File: src/rtl/rtc_bus_pkg.sv
// Shared types and constants for the RTC multiplexed-bus sequencer.
package rtc_bus_pkg;

  typedef enum logic [2:0] {
    IDLE,
    ADDR_SETUP,
    ADDR_PULSE,
    ADDR_HOLD,
    GAP,
    DATA_PULSE,
    DATA_HOLD,
    DONE
  } state_t;

  localparam int unsigned DEF_DATA_W       = 8;
  localparam int unsigned DEF_T_ADDR_SETUP = 1;
  localparam int unsigned DEF_T_ADDR_PULSE = 5;
  localparam int unsigned DEF_T_ADDR_HOLD  = 1;
  localparam int unsigned DEF_T_GAP        = 5;
  localparam int unsigned DEF_T_DATA_PULSE = 6;
  localparam int unsigned DEF_T_DATA_HOLD  = 1;
  localparam int unsigned DEF_CNT_W        = 5;

  localparam logic RW_WRITE = 1'b1;
  localparam logic RW_READ  = 1'b0;

  // A phase length is usable when nonzero and its reload value (t-1) fits the counter.
  function automatic bit timing_ok(input int unsigned t, input int unsigned cnt_w);
    return (t != 0) && (t <= (32'd1 << cnt_w));
  endfunction

endpackage

File: src/rtl/rtc_phase_timer.sv
// Loadable down-counter timing each bus phase; expire flags a count of zero.
module rtc_phase_timer
  import rtc_bus_pkg::*;
#(
  parameter int unsigned CNT_W = DEF_CNT_W
) (
  input  logic             clk,
  input  logic             reset_count,
  input  logic             load,
  input  logic [CNT_W-1:0] load_val,
  output logic             expire
);

  logic [CNT_W-1:0] count_q;

  always_ff @(posedge clk or posedge reset_count) begin
    if (reset_count) begin
      count_q <= '0;
    end else if (load) begin
      count_q <= load_val;
    end else if (count_q != '0) begin
      count_q <= count_q - CNT_W'(1);
    end
  end

  assign expire = (count_q == '0);

endmodule

File: src/rtl/rtc_bus_sequencer.sv
// RTC multiplexed address/data bus sequencer: one address phase and one data phase per request.
// Optional burst transfers are enabled by defining RTC_BURST_EN.
module rtc_bus_sequencer
  import rtc_bus_pkg::*;
#(
  parameter int unsigned DATA_W       = DEF_DATA_W,
  parameter int unsigned T_ADDR_SETUP = DEF_T_ADDR_SETUP,
  parameter int unsigned T_ADDR_PULSE = DEF_T_ADDR_PULSE,
  parameter int unsigned T_ADDR_HOLD  = DEF_T_ADDR_HOLD,
  parameter int unsigned T_GAP        = DEF_T_GAP,
  parameter int unsigned T_DATA_PULSE = DEF_T_DATA_PULSE,
  parameter int unsigned T_DATA_HOLD  = DEF_T_DATA_HOLD,
  parameter int unsigned CNT_W        = DEF_CNT_W
) (
  input  logic              clk,
  input  logic              reset_count,
`ifdef RTC_BURST_EN
  input  logic [3:0]        burst_len,
  output logic              beat_done,
`endif
  input  logic              start,
  input  logic              rw,
  input  logic [DATA_W-1:0] addr,
  input  logic [DATA_W-1:0] wdata,
  input  logic [DATA_W-1:0] bus_in,
  output logic [DATA_W-1:0] bus_out,
  output logic              bus_drive,
  output logic              a_d,
  output logic              cs,
  output logic              wr,
  output logic              rd,
  output logic              busy,
  output logic              done,
  output logic [DATA_W-1:0] rdata,
  output logic              rdata_valid
);

  if (!(timing_ok(T_ADDR_SETUP, CNT_W) && timing_ok(T_ADDR_PULSE, CNT_W) &&
        timing_ok(T_ADDR_HOLD, CNT_W)  && timing_ok(T_GAP, CNT_W) &&
        timing_ok(T_DATA_PULSE, CNT_W) && timing_ok(T_DATA_HOLD, CNT_W))) begin : g_bad_timing
    $error("rtc_bus_sequencer: every T_* must be nonzero and T_*-1 must fit in CNT_W bits");
  end

  localparam logic [CNT_W-1:0] LD_ADDR_SETUP = CNT_W'(T_ADDR_SETUP - 1);
  localparam logic [CNT_W-1:0] LD_ADDR_PULSE = CNT_W'(T_ADDR_PULSE - 1);
  localparam logic [CNT_W-1:0] LD_ADDR_HOLD  = CNT_W'(T_ADDR_HOLD - 1);
  localparam logic [CNT_W-1:0] LD_GAP        = CNT_W'(T_GAP - 1);
  localparam logic [CNT_W-1:0] LD_DATA_PULSE = CNT_W'(T_DATA_PULSE - 1);
  localparam logic [CNT_W-1:0] LD_DATA_HOLD  = CNT_W'(T_DATA_HOLD - 1);

  state_t            state_q, state_d;
  logic              rw_q;
  logic [DATA_W-1:0] addr_q, wdata_q, rdata_q;
  logic              tmr_load, tmr_expire;
  logic [CNT_W-1:0]  tmr_val;
  logic              more_beats;
  logic              accept;

  assign accept = (state_q == IDLE) && start;

`ifdef RTC_BURST_EN
  logic [3:0] remaining_q;
  assign more_beats = (remaining_q != '0);
  assign beat_done  = (state_q == DATA_HOLD) && tmr_expire;
`else
  assign more_beats = 1'b0;
`endif

  rtc_phase_timer #(
    .CNT_W(CNT_W)
  ) u_timer (
    .clk        (clk),
    .reset_count(reset_count),
    .load       (tmr_load),
    .load_val   (tmr_val),
    .expire     (tmr_expire)
  );

  always_ff @(posedge clk or posedge reset_count) begin
    if (reset_count) begin
      state_q <= IDLE;
    end else begin
      state_q <= state_d;
    end
  end

  // Every phase transition reloads the timer with the length of the phase being entered.
  always_comb begin
    state_d  = state_q;
    tmr_load = 1'b0;
    tmr_val  = '0;
    case (state_q)
      IDLE: begin
        if (start) begin
          state_d  = ADDR_SETUP;
          tmr_load = 1'b1;
          tmr_val  = LD_ADDR_SETUP;
        end
      end
      ADDR_SETUP: begin
        if (tmr_expire) begin
          state_d  = ADDR_PULSE;
          tmr_load = 1'b1;
          tmr_val  = LD_ADDR_PULSE;
        end
      end
      ADDR_PULSE: begin
        if (tmr_expire) begin
          state_d  = ADDR_HOLD;
          tmr_load = 1'b1;
          tmr_val  = LD_ADDR_HOLD;
        end
      end
      ADDR_HOLD: begin
        if (tmr_expire) begin
          state_d  = GAP;
          tmr_load = 1'b1;
          tmr_val  = LD_GAP;
        end
      end
      GAP: begin
        if (tmr_expire) begin
          state_d  = DATA_PULSE;
          tmr_load = 1'b1;
          tmr_val  = LD_DATA_PULSE;
        end
      end
      DATA_PULSE: begin
        if (tmr_expire) begin
          state_d  = DATA_HOLD;
          tmr_load = 1'b1;
          tmr_val  = LD_DATA_HOLD;
        end
      end
      DATA_HOLD: begin
        if (tmr_expire) begin
          if (more_beats) begin
            state_d  = ADDR_SETUP;
            tmr_load = 1'b1;
            tmr_val  = LD_ADDR_SETUP;
          end else begin
            state_d = DONE;
          end
        end
      end
      DONE: begin
        state_d = IDLE;
      end
      default: begin
        state_d = IDLE;
      end
    endcase
  end

  always_ff @(posedge clk or posedge reset_count) begin
    if (reset_count) begin
      rw_q    <= RW_READ;
      addr_q  <= '0;
      wdata_q <= '0;
      rdata_q <= '0;
`ifdef RTC_BURST_EN
      remaining_q <= '0;
`endif
    end else begin
      if (accept) begin
        rw_q    <= rw;
        addr_q  <= addr;
        wdata_q <= wdata;
`ifdef RTC_BURST_EN
        remaining_q <= burst_len;
`endif
      end
`ifdef RTC_BURST_EN
      else if ((state_q == DATA_HOLD) && tmr_expire && more_beats) begin
        addr_q      <= addr_q + DATA_W'(1);
        wdata_q     <= wdata;
        remaining_q <= remaining_q - 4'd1;
      end
`endif
      // Sample on the edge ending the last DATA_PULSE cycle, while rd is still low.
      if ((state_q == DATA_PULSE) && tmr_expire && (rw_q == RW_READ)) begin
        rdata_q <= bus_in;
      end
    end
  end

  assign rdata = rdata_q;

  always_comb begin
    a_d         = 1'b1;
    cs          = 1'b1;
    wr          = 1'b1;
    rd          = 1'b1;
    bus_drive   = 1'b0;
    bus_out     = '0;
    busy        = (state_q != IDLE);
    done        = 1'b0;
    rdata_valid = 1'b0;
    case (state_q)
      ADDR_SETUP: begin
        a_d     = 1'b0;
        bus_out = addr_q;
      end
      ADDR_PULSE: begin
        a_d     = 1'b0;
        cs      = 1'b0;
        wr      = 1'b0;
        bus_out = addr_q;
      end
      ADDR_HOLD: begin
        a_d     = 1'b0;
        bus_out = addr_q;
      end
      DATA_PULSE: begin
        bus_drive = 1'b1;
        cs        = 1'b0;
        if (rw_q == RW_WRITE) begin
          wr      = 1'b0;
          bus_out = wdata_q;
        end else begin
          rd = 1'b0;
        end
      end
      DATA_HOLD: begin
        bus_drive = 1'b1;
        if (rw_q == RW_WRITE) begin
          bus_out = wdata_q;
        end
      end
      DONE: begin
        done        = 1'b1;
        rdata_valid = (rw_q == RW_READ);
      end
      default: begin
      end
    endcase
  end

endmodule

File: config.mk
export PLATFORM = sky130hd
export DESIGN_NAME = rtc_bus_sequencer
export DESIGN_NICKNAME = d
export VERILOG_FILES = /design/src/rtl/rtc_bus_pkg.sv /design/src/rtl/rtc_phase_timer.sv /design/src/rtl/rtc_bus_sequencer.sv
export SDC_FILE = /design/constraint.sdc
export NUM_CORES = 1
export LEC_CHECK = 0
export BUFFER_PORTS_ARGS = -buffer_cell sky130_fd_sc_hd__buf_2
export CORE_UTILIZATION = 30
export DETAILED_ROUTE_END_ITERATION = 16
export GPL_ROUTABILITY_DRIVEN = 0
export GPL_TIMING_DRIVEN = 0
export PLACE_DENSITY = 0.62
export SKIP_LAST_GASP = 1
export SYNTH_ARGS = -nofsm -noshare
export SYNTH_HDL_FRONTEND = slang
export SYNTH_HIERARCHICAL = 1
export SYNTH_SLANG_ARGS = --single-unit
File: constraint.sdc
create_clock -name clk -period 4.4 [get_ports clk]
set_clock_uncertainty 0.1 [all_clocks]
set_input_delay 0.44 -clock clk [delete_from_list [all_inputs] [get_ports clk]]
set_output_delay 0.44 -clock clk [all_outputs]
set_load 0.01 [all_outputs]
* After elaboration in Yosys (flattened, before gate mapping) *
Cells that the tools add are included.

word-level totals
  bits in registers = 33
  input bits = 28
  logic and storage cells = 63

cells by class
  add/subtract/negate cells = 1
  equality and inequality tests = 14
  multiplexer cells = 27
  bitwise gates (word level) = 1
  reduce and logical (&&, ||, !) cells = 14

operators by type and width
  cell                   count
  $mux W3                9
  $pmux W3 S8            1
  $pmux W8 S2            1
  $ne A2 B2 Y1 const B   7
  $eq A3 B3 Y1 const B   4
  $mux W1                10
  $mux W5                2
  $mux W8                1
  $reduce_and A7 Y1      1
  $eq A3 B2 Y1 const B   2
  $pmux W3 S2            1
  $reduce_or A2 Y1       3
  $logic_not A5 Y1       1
  $reduce_bool A5 Y1     1
  $reduce_or A5 Y1       1
  $sub A5 B1 Y5 const B  1
  $pmux W1 S2            2
  $eq A3 B1 Y1 const B   1
  $logic_and A1 B1 Y1    3
  $logic_not A3 Y1       1
  $reduce_bool A3 Y1     1
  $reduce_or A3 Y1       1
  $reduce_bool A2 Y1     1
  $not A1 Y1             1

* Longest topological paths before layout *
Gate-level depths: netlist of run 1.

  depth after elaboration = 4
  depth in mapped cells = 9
  depth with buffers taken out = 7

* Modules after synthesis *
Netlist of run 1, hierarchy kept.

modules (own cells, without submodules)
  module             times used  cells each  area each (sq um)
  rtc_bus_sequencer  1           105         1385.1
  rtc_phase_timer    1           28          282.8

* Least setup slack after synthesis of run 1 *
No wires, ideal clock.

  path type = register -> register
  from = register u_timer.count_q[0]
  to = register u_timer.count_q[4]
  library setup time = 0.138 ns
  arrival = 1.908 ns
  slack = 2.254 ns
  cell stages (with the launch flop) = 9
  buffers on the path = 2
  clock period less this slack = 2.146 ns
  path through = dfrtp_1 -> inv_1 -> ha_1 -> nor4b_4 -> clkbuf_1 -> a22oi_1 -> o2bb2ai_1 -> clkbuf_1 -> o21ai_0

on the way
  cells in the longest elaborated chain, start to end = 4
  elaborated cells between the ends (all ways) = 8
  classes of those cells = add/sub (1); mux (4); reduce/logical (3)

RTL lines
  element                                               RTL line                 source
  start: declaration                                    rtc_phase_timer.sv:14    logic [CNT_W-1:0] count_q;
  start signal: assignment                              rtc_phase_timer.sv:20    count_q <= load_val;
  start signal: assignment                              rtc_phase_timer.sv:22    count_q <= count_q - CNT_W'(1);
  $logic_not A5 Y1 (*)                                  rtc_phase_timer.sv:26    assign expire = (count_q == '0);
  named net tmr_expire                                  rtc_bus_sequencer.sv:54  logic tmr_load, tmr_expire;
  $mux W1 (*)                                           n/a
  $pmux W1 S2 (*)                                       rtc_bus_sequencer.sv:92  case (state_q)
  named net tmr_load                                    rtc_bus_sequencer.sv:54
  $mux W5 / $reduce_bool A2 Y1 (equally long branches)  n/a

The timed path passes the listed nets; every way through them passes the cells marked *. The select of a mux whose other input is x is not followed.
A chain may end at the register's enable or synchronous reset.

* Worst setup path after layout of run 1 *
  from = register state_q[1]
  to = output bus_out[2]

on the way
  cells in the longest elaborated chain, start to end = 3
  elaborated cells between the ends (all ways) = 8
  classes of those cells = eq/ne (5); mux (1); reduce/logical (2)

RTL lines
  element                                                                RTL line                  source
  start: declaration                                                     rtc_bus_sequencer.sv:51   state_t state_q, state_d;
  start signal: assignment                                               rtc_bus_sequencer.sv:83   state_q <= state_d;
  $eq A3 B2 Y1, or another cell as far along                             rtc_bus_sequencer.sv:199  case (state_q)
  $reduce_or A3 Y1 (no line) / $reduce_or A2 Y1 (equally long branches)  n/a
  $pmux W8 S2 (*)                                                        rtc_bus_sequencer.sv:199
  end: declaration                                                       rtc_bus_sequencer.sv:26   output logic [DATA_W-1:0] bus_out,

Every way passes the cells marked *; elsewhere a longest branch is shown, timed or not.

==> results.toml, run 1 <==
[grt]
grt_pass1_wl_mm = 5.678
overflow = 0
grt_max_degree = 29
antenna_found_initial = 0
grt_pass1_vias = 1206
grtUsageMet2 = 0.1811
busiest_layer = "met2"
track_usage = 0.1257
use_met3 = 0.04910
grt_use_met1 = 0.1668

[drt]
route.detailed.wl_per_inst_um = 13.18
viasPerCell = 4.581
drt_iter0_drc = 16
firstDrtPassIters = 4
wirelength_mm = 3.492
ant_nets = 0
vias = 1214
route.detailed.drc = 0

[yosys]
ys_ff_latch = 33
synth_cells = 133
async_reset_ff_frac = 1.000
synth_top_area_cell = "dfrtp_1"
synth-seq-area-share = 0.4951
ys_types = 37
synth_area_um2 = 1668
synth_top_area_frac = 0.4951
avgSynthCellArea_um2 = 12.54
yosysWarnings = 6
ys_top_cells_by_area = "dfrtp_1 (50%), mux2_2 (11%), mux2_4 (9.0%)"
synth_edf_count = 0
synth_flop_cell = "dfrtp_1"

[power_and_ir_drop]
p_per_area_nw_per_um2 = 666.4
pwr-share-clk = 0.179
switching_share = 0.3424
combPwrFrac = 0.437
p_switching_uw = 485.9
p_int_uw = 933.2
p_leak_uw = 0.001016
vdd_drop_max_v = 0.0003003
p_total_uw = 1419
seqPwrFrac = 0.384

[worst_setup_path]
cp.arrival_ns = 1.97
path_cells = "buf_2 > nor2_1 > nor2_1 > a22o_1 > buf_2"
start_kind = "flop"
path_max_fanout = 10
cpPeakStageDelay_ns = 0.60
reg2regPathDepth = 8
cp.required_ns = 3.86
crit_type = "flop to output pin"
worst-path-buf-inv = 2
cp_top_family = "simple AND/OR/NAND/NOR gates"
cp-end-kind = "output pin"
cp_slowest_cell = "nor2_1"
cp.depth = 5

[clocking]
htreeDepth = 2
cts_tree = "built"
cts_sinks = 33
cts_max_path_buffers = 2
cts.clk_slew.worst_paths_ns = 0.07
postCtsSetupBuffers = 0
worstSkewPairLatency_ns = 0.28
cts-root-buf = "clkbuf_8"
numCtsBuffers = 5

[placed_design]
numPortBuffers = 51
hpwl_mm = 2.410
dpl_cell_area_um2 = 2018

[timing]
worst_slew_pin_slew_ns = 1.081
rsz0062_at_grt = "false"
max_freq_ghz = 0.3989
setup_viol = 0
min_period_ns = 2.507
relSlewSlack = 0.2784
hold_violations = 0
fin_crit_sh = 0.5697
hold-worst-slack_ns = 0.2851
slew_violations = 0
tns_ns = 0

[hold_path]
min_path_type = "primary input to flop"
whs_path_depth = 2

[layout]
post_route_cells_drive_above_1_share = 0.4769
syn_to_final_growth_pct = 27.68
fill_cells = 487
fin_nets = 223
final_area_um2 = 2130
layout_commonest_cell = "buf_2"
antenna_cells = 0
layout_common_cells = "buf_2 (52), dfrtp_1 (33), mux2_2 (16), mux2_4 (10), a22o_1 (9)"

[floorplan]
start_util = 0.3184
ios = 52
die_area_um2 = 5861
fp.coreArea_um2 = 5238
rows = 26
dieHeight_um = 76.56
die_x_um = 76.56

[run]
max_cap_violations = 0

[status]
status = "completed"
## logic make-up (layout without fill, tap and decap cells)
| group | after synthesis | in the layout | synth area share |
|---|---|---|---|
| AO/OA/AOI/OAI | 23 | 23 | 0.1005 |
| XOR/XNOR | 4 | 4 | 0.02101 |
| adder cells (fa/ha/maj) | 1 | 1 | 0.007501 |
| buffers and inverters | 14 | 74 | 0.04651 |
| flip-flops | 33 | 33 | 0.4951 |
| multiplexers | 27 | 27 | 0.2040 |
| other | 1 | 3 | 0.002248 |
| AND/OR/NAND/NOR | 30 | 30 | 0.1230 |
## power groups by stage
| stage | Clock [µW] | Combinational, µW | Sequential (µW) |
|---|---|---|---|
| detailed placement | 0 | 621 | 548 |
| CTS | 264 | 626 | 544 |
| floorplan | 0 | 443 | 544 |
| global route | 276 | 679 | 566 |
| global placement | 0 | 611 | 545 |
| finish | 254 | 621 | 545 |
## per-stage QoR
step | setup slack (ns) | instances | utilization
2_1_floorplan | 2.254 | 135 | -
3_3_place_gp | 1.932 | 256 | 0.3853
3_5_place_dp | 1.877 | 256 | 0.3853
4_1_cts | 1.855 | 265 | 0.4066
5_1_grt | 1.598 | 265 | 0.4066
6_report | 1.893 | 265 | 0.4066
## registers in the layout (all words and copies together) (netlist names)
name             cells
wdata_q              8
addr_q               8
u_timer/count_q      5
rw_q                 1
state_q              3
rdata                8
## path summary, 6_finish.rpt
kind | start | to | slack (ns)
min in group asynchronous | reset_count | u_timer/count_q[3] | 0.50
max in group asynchronous | reset_count | addr_q[1] | 2.66
worst min-delay path | wdata[6] | wdata_q[6] | 0.29
worst max-delay path | state_q[1] | bus_out[2] | 1.89
worst max register to register | u_timer/count_q[0] | u_timer/count_q[4] | 1.90
worst min register to register | rdata[3] | rdata[3] | 0.40
## what timing repair did
item,in CTS,in global routing
endpoints found under the setup margin,0,0
endpoints found under the hold margin,5,0
hold buffers,1,0
resized for setup,0,0
## cell type report
class	count	area [µm²]	share of cell area
Sequential cell	33	825.8	0.3878
Multi-Input combinational cell	88	772.0	0.3625
Timing Repair Buffer	52	265.3	0.1246
Clock buffer	7	96.34	0.04524
Tap cell	70	87.58	0.04113
Buffer	8	55.05	0.02585
Inverter	6	22.52	0.01058
Clock inverter	1	5.005	0.002350
## cell usage after synthesis (all sizes together), types with 2 or more instances
library cell / instances
inv: 6
and2: 2
nand2b: 2
a22o: 9
nand2: 7
xnor2: 3
nor2: 5
dfrtp: 33
o21ai: 8
buf: 3
clkbuf: 5
nor2b: 3
o31ai: 2
and3: 3
or3: 2
mux2: 26
## metal layers
layer / part of all wire / vias up
met3: 0.062 / 2
met5: 0 / -
li1: - / 584
met2: 0.44 / 37
met4: 0.0049 / 0
met1: 0.49 / 591
(Power assumes the default switching activity.)
==> inputs of run 2 (changes only) <==
--- a/config.mk
+++ b/config.mk
@@ -5,12 +5,13 @@
 export SDC_FILE = /design/constraint.sdc
 export NUM_CORES = 1
 export LEC_CHECK = 0
+export ABC_AREA = 1
 export BUFFER_PORTS_ARGS = -buffer_cell sky130_fd_sc_hd__buf_2
 export CORE_UTILIZATION = 30
 export DETAILED_ROUTE_END_ITERATION = 16
 export GPL_ROUTABILITY_DRIVEN = 0
 export GPL_TIMING_DRIVEN = 0
-export PLACE_DENSITY = 0.62
+export PLACE_DENSITY = 0.61
 export SKIP_LAST_GASP = 1
 export SYNTH_ARGS = -nofsm -noshare
 export SYNTH_HDL_FRONTEND = slang
==> constraint.sdc (replaced) <==
create_clock -name clk -period 2.55 [get_ports clk]
set_clock_uncertainty 0.1 [all_clocks]
set_input_delay 0.255 -clock clk [delete_from_list [all_inputs] [get_ports clk]]
set_output_delay 0.255 -clock clk [all_outputs]
set_load 0.01 [all_outputs]
==> results.toml, run 2 <==
[hold_path]
whs_path_depth = 3
min_to = "rdata[7]"
min_from = "bus_in[7]"
min_path_type = "primary input to flop"

[timing]
fin_crit_sh = 0.7918
min_period_ns = 2.019
rsz0062_at_grt = "false"
max_freq_ghz = 0.4953
tns_ns = 0
setup_viol = 0
slew_violations = 0
worst_slew_pin_slew_ns = 1.088
setup_ws_ns = 0.5310
hold_violations = 0
relSlewSlack = 0.2738

[worst_setup_path]
cp.arrival_ns = 1.66
rrSetupSlack_ns = 0.66
rr_startpoint = "state_q[0]"
cp.required_ns = 2.19
reg2reg_to = "u_timer/count_q[0]"
start_kind = "flop"
path_max_fanout = 9
reg2regPathDepth = 11
crit_type = "flop to output pin"
cp-end-kind = "output pin"

[clocking]
cts.repair.resized = 0
cts_tree = "built"
cts_sinks = 33
postCtsSetupBuffers = 0
cts-root-buf = "clkbuf_8"
cts.clk_slew.worst_paths_ns = 0.07
numCtsBuffers = 5
htreeDepth = 2
worstSkewPairLatency_ns = 0.28
cts_max_path_buffers = 2

[grt]
antenna_found_initial = 0
grt_max_degree = 29
overflow = 0
track_usage = 0.1465
grt_pass1_vias = 1510
grt_pass1_wl_mm = 6.858

[yosys]
synth_area_um2 = 1720
ys_types = 27
netlist_top_cells_count = "nand2_1 (79), inv_1 (34), dfrtp_1 (33)"
synth_top_area_cell = "dfrtp_1"
synth_flop_cell = "dfrtp_1"
async_reset_ff_frac = 1.000
avgSynthCellArea_um2 = 7.820
yosysMostFrequentCell = "nand2_1"
synth_top_area_frac = 0.4800
ys_top_cells_by_area = "dfrtp_1 (48%), nand2_1 (17%), inv_1 (7.4%)"
yosysWarnings = 6
synth_edf_count = 0
ys_ff_latch = 33
synth-seq-area-share = 0.4800
synth_cells = 220

[layout]
antenna_cells = 0
final_cells = 354
layout_commonest_cell = "nand2_1"
layout_common_cells = "nand2_1 (79), buf_2 (53), inv_1 (34), dfrtp_1 (33), o21ai_0 (21)"
post_route_cells_drive_above_1_share = 0.2908
fin_nets = 310
seq_area_um2 = 825.8
syn_to_final_growth_pct = 26.98
fill_cells = 583
multi_input_area_um2 = 711.9

[placed_design]
numPortBuffers = 51
hpwl_mm = 2.886
place_inst = 345
place_ws_ns = 0.6530

[floorplan]
start_util = 0.3124
ios = 52
rows = 27
dieHeight_um = 77.73
die_x_um = 77.73
fp.coreArea_um2 = 5507
die_area_um2 = 6041

[drt]
vias = 1543
viasPerCell = 4.359
route.detailed.wl_per_inst_um = 11.03
wirelength_mm = 3.903
firstDrtPassIters = 4
ant_nets = 0
drt_iter0_drc = 69
route.detailed.drc = 0

[power_and_ir_drop]
vdd_drop_max_v = 0.0003679
p_leak_uw = 0.001191
p_per_area_nw_per_um2 = 1188

[run]
max_cap_violations = 0

[status]
status = "completed"
==> run 2: per-stage QoR <==
stage | utilization | total power, µW | area (µm²) | hold slack, ns
after floorplan | - | 1790 | 1728 | -0.06648
after global placement | 0.3765 | 2158 | 2073 | 0.07826
after detailed placement | 0.3765 | 2190 | 2073 | 0.08123
after CTS | 0.3967 | 2641 | 2185 | 0.05079
after global routing | 0.3967 | 2859 | 2185 | 0.06376
final | 0.3967 | 2594 | 2185 | 0.06356
==> run 2: cell type report <==
class                   instances  share of cell area
clock inverters                 1            0.002291
clock buffers                   7             0.04410
multi-input cells             147              0.3259
inverters                      35             0.06014
flip-flops and latches         33              0.3780
repair buffers                 52              0.1214
well taps                      72             0.04124
plain buffers                   7             0.02692
==> run 2: power by group <==
group	total, µW	leakage [µW]	internal [µW]	switching, µW
clock network	433	0.0000542	244	189
logic	1270	0.000755	491	777
registers	894	0.000383	749	145
==> run 2: worst max path at each step <==
stage                           from                  to  slack [ns]  depth (start not counted)
after floorplan           state_q[0]  u_timer/count_q[0]        0.83                         11
after global placement    state_q[0]  u_timer/count_q[0]        0.66                         11
after detailed placement  state_q[0]  u_timer/count_q[0]        0.65                         11
after CTS                 state_q[1]          bus_out[5]        0.52                          6
after global routing      state_q[1]          bus_out[1]        0.36                          6
final                     state_q[1]          bus_out[5]        0.53                          6
==> run 2: worst max-delay path, cell delays in order (launching register included) <==
cell     delay [ns]
dfrtp_1        0.47
nand2_1        0.10
inv_1          0.04
nor2_1         0.12
nand2_1        0.21
o21ai_0        0.27
buf_2          0.17
==> run 2: per-layer routing <==
layer  track usage  wire length [µm]  vias to the layer above
met5             0                 0                        -
met4       0.05660                39                        0
met3       0.04000               158                        5
met2        0.2372              1882                       31
met1        0.1849              1823                      705
li1              -                 -                      802
==> run 2: what timing repair did <==
action,CTS,global route
hold endpoints to repair,5,0
setup endpoints to repair,0,0
hold buffers,1,0
==> run 2: kinds of logic (layout without fill, tap and decap cells) <==
kind of cell	Yosys count	count (layout)	synth area share
and+or+nand+nor	108	108	0.2756
AOI/OAI and AO/OA	34	34	0.1193
adders and majority gates	1	1	0.007272
other	1	3	0.002180
xor gates and xnor gates	1	1	0.005092
DFF	33	33	0.4800
buffers and inverters	42	102	0.1105
